$ cat config.mk
export PLATFORM = sky130hd
export DESIGN_NAME = mmio_slave
export DESIGN_NICKNAME = d
export VERILOG_FILES = /design/src/rtl/capi_pkg.sv /design/src/rtl/mmio_slave.sv
export SDC_FILE = /design/constraint.sdc
export NUM_CORES = 2
export LEC_CHECK = 0
export CAP_MARGIN = 40
export CORE_MARGIN = 2
export CORE_UTILIZATION = 35
export DETAILED_ROUTE_END_ITERATION = 12
export SETUP_SLACK_MARGIN = 0.15
export SKIP_LAST_GASP = 1
export SLEW_MARGIN = 10
export SYNTH_ARGS = -nofsm -noshare
export SYNTH_HDL_FRONTEND = slang
export SYNTH_SLANG_ARGS = --single-unit
$ cat constraint.sdc
create_clock -name clock -period 34.4 [get_ports clock]
set_clock_uncertainty 0.2 [all_clocks]
set_input_delay 6.88 -clock clock [delete_from_list [all_inputs] [get_ports clock]]
set_output_delay 6.88 -clock clock [all_outputs]
set_load 0.005 [all_outputs]
$ cat src/rtl/capi_pkg.sv
// Shared CAPI/PSL MMIO definitions: request payload, FSM encodings and parity helpers.
package capi_pkg;

  localparam int unsigned MMIO_LATENCY = 2;
  localparam int unsigned MMIO_AD_W    = 24;
  localparam int unsigned MMIO_DATA_W  = 64;

  localparam logic [1:0] ST_IDLE   = 2'd0;
  localparam logic [1:0] ST_DECODE = 2'd1;
  localparam logic [1:0] ST_ACK    = 2'd2;

  typedef enum logic [1:0] {
    MMIO_IDLE   = 2'd0,
    MMIO_DECODE = 2'd1,
    MMIO_ACK    = 2'd2
  } mmio_state_e;

  // Address and data are held LSB-at-0 internally; PSL bit 0 maps to the MSB.
  typedef struct packed {
    logic                   cfg;
    logic                   rnw;
    logic                   dw;
    logic [MMIO_AD_W-1:0]   ad;
    logic                   adpar;
    logic [MMIO_DATA_W-1:0] data;
    logic                   datapar;
  } mmio_req_t;

  function automatic logic odd_par64(input logic [63:0] d);
    return ~^d;
  endfunction

  function automatic logic odd_par24(input logic [23:0] a);
    return ~^a;
  endfunction

endpackage

$ cat src/rtl/mmio_slave.sv
// PSL MMIO responder: descriptor ROM, RW control registers and one RO status dword,
// fixed two-cycle request-to-ack latency.
module mmio_slave
  import capi_pkg::*;
#(
  parameter int unsigned NUM_REGS = 8,
  parameter logic [63:0] DESC_DW0 = 64'h0000_0001_0001_8010,
  parameter logic [63:0] DESC_DW8 = 64'h0
) (
  input  logic                     clock,
  input  logic                     reset,
  input  logic                     parity_enabled,
  input  logic                     ha_mmval,
  input  logic                     ha_mmcfg,
  input  logic                     ha_mmrnw,
  input  logic                     ha_mmdw,
  input  logic [0:23]              ha_mmad,
  input  logic                     ha_mmadpar,
  input  logic [0:63]              ha_mmdata,
  input  logic                     ha_mmdatapar,
  output logic                     ah_mmack,
  output logic [0:63]              ah_mmdata,
  output logic                     ah_mmdatapar,
  input  logic [0:63]              status_in,
  output logic [0:NUM_REGS*64-1]   ctrl_regs,
  output logic [0:NUM_REGS-1]      ctrl_wr_strobe,
  output logic                     parity_error
);

  localparam int unsigned IDX_W       = MMIO_AD_W - 1;
  localparam int unsigned SEL_W       = (NUM_REGS > 1) ? $clog2(NUM_REGS) : 1;
  localparam int unsigned DESC_CR_IDX = 8;

  logic [1:0]          state_q, state_d;
  mmio_req_t           req_q, req_d;
  logic                ack_q, ack_d;
  logic [63:0]         rdata_q, rdata_d;
  logic                datapar_q;
  logic [NUM_REGS-1:0] strobe_q, strobe_d;
  logic                perr_q, perr_d;
  logic [63:0]         regs_q [NUM_REGS];
  logic [63:0]         regs_d [NUM_REGS];

  logic [IDX_W-1:0]    dw_idx;
  logic                word_sel;
  logic [SEL_W-1:0]    reg_sel;
  logic                idx_is_reg;
  logic                idx_is_status;
  logic                misaligned;
  logic                par_bad;
  logic                req_err;
  logic [63:0]         full_rd;
  logic [63:0]         lane_rd;
  logic [63:0]         wr_val;

  // Decode of the latched request: error flags, read mux and merged write value.
  always_comb begin : decode
    dw_idx        = req_q.ad[MMIO_AD_W-1:1];
    word_sel      = req_q.ad[0];
    reg_sel       = dw_idx[SEL_W-1:0];
    idx_is_reg    = dw_idx < IDX_W'(NUM_REGS);
    idx_is_status = dw_idx == IDX_W'(NUM_REGS);
    misaligned    = req_q.dw & word_sel;
    par_bad       = parity_enabled &
                    ((req_q.adpar != odd_par24(req_q.ad)) |
                     (~req_q.rnw & (req_q.datapar != odd_par64(req_q.data))));
    req_err       = misaligned | par_bad;

    full_rd = '0;
    if (req_q.cfg) begin
      if (dw_idx == '0)                     full_rd = DESC_DW0;
      else if (dw_idx == IDX_W'(DESC_CR_IDX)) full_rd = DESC_DW8;
    end else if (idx_is_reg) begin
      full_rd = regs_q[reg_sel];
    end else if (idx_is_status) begin
      full_rd = status_in;
    end

    // Word accesses: word select 0 is PSL bits [0:31], i.e. the upper half here.
    lane_rd = full_rd;
    if (!req_q.dw) lane_rd = word_sel ? {2{full_rd[31:0]}} : {2{full_rd[63:32]}};

    if (req_q.dw)      wr_val = req_q.data;
    else if (word_sel) wr_val = {regs_q[reg_sel][63:32], req_q.data[31:0]};
    else               wr_val = {req_q.data[31:0], regs_q[reg_sel][31:0]};
  end

  // Next-state and registered-output logic.
  always_comb begin : fsm_next
    state_d  = state_q;
    req_d    = req_q;
    ack_d    = 1'b0;
    rdata_d  = '0;
    strobe_d = '0;
    perr_d   = 1'b0;
    regs_d   = regs_q;
    case (state_q)
      ST_IDLE: begin
        if (ha_mmval) begin
          req_d = '{cfg: ha_mmcfg, rnw: ha_mmrnw, dw: ha_mmdw, ad: ha_mmad,
                    adpar: ha_mmadpar, data: ha_mmdata, datapar: ha_mmdatapar};
          state_d = ST_DECODE;
        end
      end
      ST_DECODE: begin
        ack_d   = 1'b1;
        perr_d  = req_err;
        state_d = ST_ACK;
        if (req_q.rnw) begin
          if (!req_err) rdata_d = lane_rd;
        end else if (!req_err && !req_q.cfg && idx_is_reg) begin
          regs_d[reg_sel]   = wr_val;
          strobe_d[reg_sel] = 1'b1;
        end
      end
      ST_ACK:  state_d = ST_IDLE;
      default: state_d = ST_IDLE;
    endcase
  end

  always_ff @(posedge clock or posedge reset) begin : state_regs
    if (reset) begin
      state_q   <= ST_IDLE;
      req_q     <= '0;
      ack_q     <= 1'b0;
      rdata_q   <= '0;
      datapar_q <= 1'b1;
      strobe_q  <= '0;
      perr_q    <= 1'b0;
      for (int i = 0; i < NUM_REGS; i++) regs_q[i] <= '0;
    end else begin
      state_q   <= state_d;
      req_q     <= req_d;
      ack_q     <= ack_d;
      rdata_q   <= rdata_d;
      datapar_q <= odd_par64(rdata_d);
      strobe_q  <= strobe_d;
      perr_q    <= perr_d;
      regs_q    <= regs_d;
    end
  end

  assign ah_mmack     = ack_q;
  assign ah_mmdata    = rdata_q;
  assign ah_mmdatapar = datapar_q;
  assign parity_error = perr_q;

  for (genvar i = 0; i < NUM_REGS; i++) begin : g_out
    assign ctrl_regs[i*64 +: 64] = regs_q[i];
    assign ctrl_wr_strobe[i]     = strobe_q[i];
  end

endmodule

==> out/results.ini <==
[logic_synthesis]
synth_fa_ha_area_frac=0.00693
synth_area_per_cell_um2=11.0
synth.top_cells.by_count=681 x dfrtp_1, 491 x nand2_1, 454 x o21ai_0, 171 x mux2_2, 171 x nor2_1
synth_edf_count=0
synth_compound_area_frac=0.120
synthMuxAreaShare=0.170
synth-seq-cells=682
synthXorXnorAreaFrac=0.0492
synth_top_area_cell=dfrtp_1
synth_warnings=0
synthArstFlopShare=1.00
ys.flop_type=dfrtp_1
synthSimpleGateAreaFrac=0.0916
synth_area_um2=32500
syn_nets=3134
synthTopCellsByArea=dfrtp_1 52%, mux4_2 7.7%, o21ai_0 7.0%
yosysMostFrequentCell=dfrtp_1
yosysTopAreaCellShare=0.524
yosysSeqAreaShare=0.525
synthCells=2955
synth_cell_types=63
synth_top_family_by_area=multiplexers

[pwr]
p_seq_frac=0.343
combPwrFrac=0.373
internal_power_mw=2.02
p_leak_nw=18.8
p_total_mw=3.18
pwr_density_cell_nw_per_um2=71.6
peakVddDrop_uv=76.1
pwr-share-clk=0.284
p_switching_mw=1.15
switching_share=0.364

[clocking]
cts-resized-gates=0
h-tree-depth=3
cts.reportedPaths.clkPinSlew_ns=0.06
ctsHoldBuffers=0
cts.path.max_buffers=3
cts_setup_buffers=0
cts_tree=built
clkLatencyLatePin_ns=0.67
cts-root-buf=clkbuf_16
cts_buffers=80
cts_sinks=682

[drt]
wl_um=142000
wl_per_cell_um=28.4
first_iter_violations=2055
viasPerCell=5.27
drc_errors=0
dr.pass1.iters=5
vias=26300
ant_nets=0

[die]
die_h_um=309
die_x_um=309
initial_core_util=0.354
ioPinCount=748
core_um2=91800
rows=111
die-area_um2=95300

[timing]
setup_viol=0
holdWs_ns=0.301
tightest_slew_ns=1.01
finalHoldViolCount=0
final_max_slew_viol_count=0
timing.fmax_mhz=99.4
timing.setup.tns_ns=0
fin_crit_ns=10.06
relSlewSlack=0.319
fin_ws_ns=24.34
rsz0062_at_grt=no
period_share=0.292

[critical_path]
rrSetupSlack_ns=28.68
r2r_start=dw_idx[2]$_DFFE_PP0P_
critPathArrivalTime_ns=10.40
path_max_fanout=68
required_ns=34.74
cp-end-kind=flip-flop
crit_path_start_kind=input pin
crit_type=in2reg
r2r-end=ctrl_regs[4]$_DFFE_PP0P_
rr_worst_depth=16

[placement]
io_buffers=747
place_congestion=0.885
placedCellCount=4825
hpwlAfterDp_um=106000
placed_area_um2=41500
dp_slack_ns=23.76

[layout]
layout.nets=3845
layout-drive-gt1-share=0.147
nFillCells=8477
fin_util=0.483
post-route-cell-area_um2=44300
syn_to_final_growth_pct=36.4
stdcell_count=4994

[global_route]
track_usage=0.294
grt_pass1_wl_um=198000
overflow=0
grt_pass1_vias=26000
grt_max_degree=147
antenna_found_initial=29

[min_path]
min-delay-start=ctrl_regs[206]$_DFFE_PP0P_
hold_depth=2
hold_path_class=reg2reg
min_to=ctrl_regs[206]$_DFFE_PP0P_

[status]
run_status=finished, final reports clean

[job]
maxCapViolCount=0

worst max-delay path: stages:
cell	delay [ns]
clkdlybuf4s50_1	0.47
a21oi_1	0.15
o22ai_1	0.11
a31oi_1	0.27
nand3_1	0.29
nor2_1	0.62
nand2_4	0.54
buf_4	0.53
mux2_2	0.41
power by group through the flow:
stage | combinational [mW] | clock (mW) | sequential [mW]
3_3_place_gp | 1.15 | 0 | 1.11
5_1_grt | 1.27 | 0.950 | 1.11
4_1_cts | 1.18 | 0.916 | 1.10
3_5_place_dp | 1.18 | 0 | 1.11
6_report | 1.19 | 0.901 | 1.09
2_1_floorplan | 0.636 | 0 | 1.05
layout by cell type, fill, tap and decap left out, types with 5 or more instances in the layout:
master	instances
o21ai_0	454
xnor3_1	8
nor2b_1	9
nand4_1	10
and3_1	6
clkinv_2	8
nor2_1	168
a221oi_1	5
clkdlybuf4s50_1	747
mux4_2	111
nor4_1	9
ha_1	18
clkbuf_8	20
inv_6	8
inv_1	33
xor2_1	42
diode_2	22
dfrtp_1	676
xnor2_1	118
a22oi_1	24
bufinv_16	8
nand2_1	483
buf_16	10
clkbuf_16	80
clkbuf_1	16
buf_4	82
mux2_2	171
a21o_1	7
mux2i_1	98
nand2b_1	5
nand3_1	15
a21oi_1	91
a211oi_1	64
nor3_1	10
o22ai_1	7
o21ai_1	29
nand2_4	8
cells by family (layout without fill, tap and decap cells):
kind of cell | after synthesis | in the layout
xor+xnor | 169 | 169
fa+ha+maj | 18 | 18
mux | 385 | 385
buf+inv | 253 | 1027
compound gates | 705 | 705
other cells | 0 | 22
flops | 682 | 682
simple gates | 743 | 743
metal layers:
metal / track usage / vias up / routed length [µm]
met5: 0 / - / 108
met1: 0.376 / 13200 / 57100
met3: 0.0821 / 227 / 12000
met2: 0.476 / 1056 / 67500
met4: 0.106 / 16 / 5310
li1: - / 11800 / -
worst max-delay path by stage:
| stage | from | end | depth (start not counted) |
|---|---|---|---|
| after floorplan | reset | ah_mmack$_DFF_PP0_ | 1 |
| after global placement | reset | ctrl_regs[179]$_DFFE_PP0P_ | 5 |
| after detailed placement | parity_enabled | ctrl_regs[389]$_DFFE_PP0P_ | 9 |
| after CTS | parity_enabled | ctrl_regs[437]$_DFFE_PP0P_ | 9 |
| after global routing | parity_enabled | ctrl_regs[5]$_DFFE_PP0P_ | 9 |
| final | parity_enabled | ctrl_regs[4]$_DFFE_PP0P_ | 9 |
flip-flops by register name (all words and copies together) (netlist names):
register      count
strobe_q          8
ah_mmdatapar      1
ah_mmack          1
state_q           2
req_q            70
ah_mmdata        64
ctrl_regs       512
dw_idx           23
parity_error      1
cell type report:
class,instances,area (µm²),share of cell area
sequential,682,17100,0.385
multi-input combinational,2020,14300,0.322
timing repair buffer,843,8440,0.190
clock buffer,116,2340,0.0527
tap,1243,1560,0.0351
clock inverter,29,409,0.00923
inverter,39,159,0.00358
antenna,22,55.1,0.00124
Power figures use the tool's default switching activity.
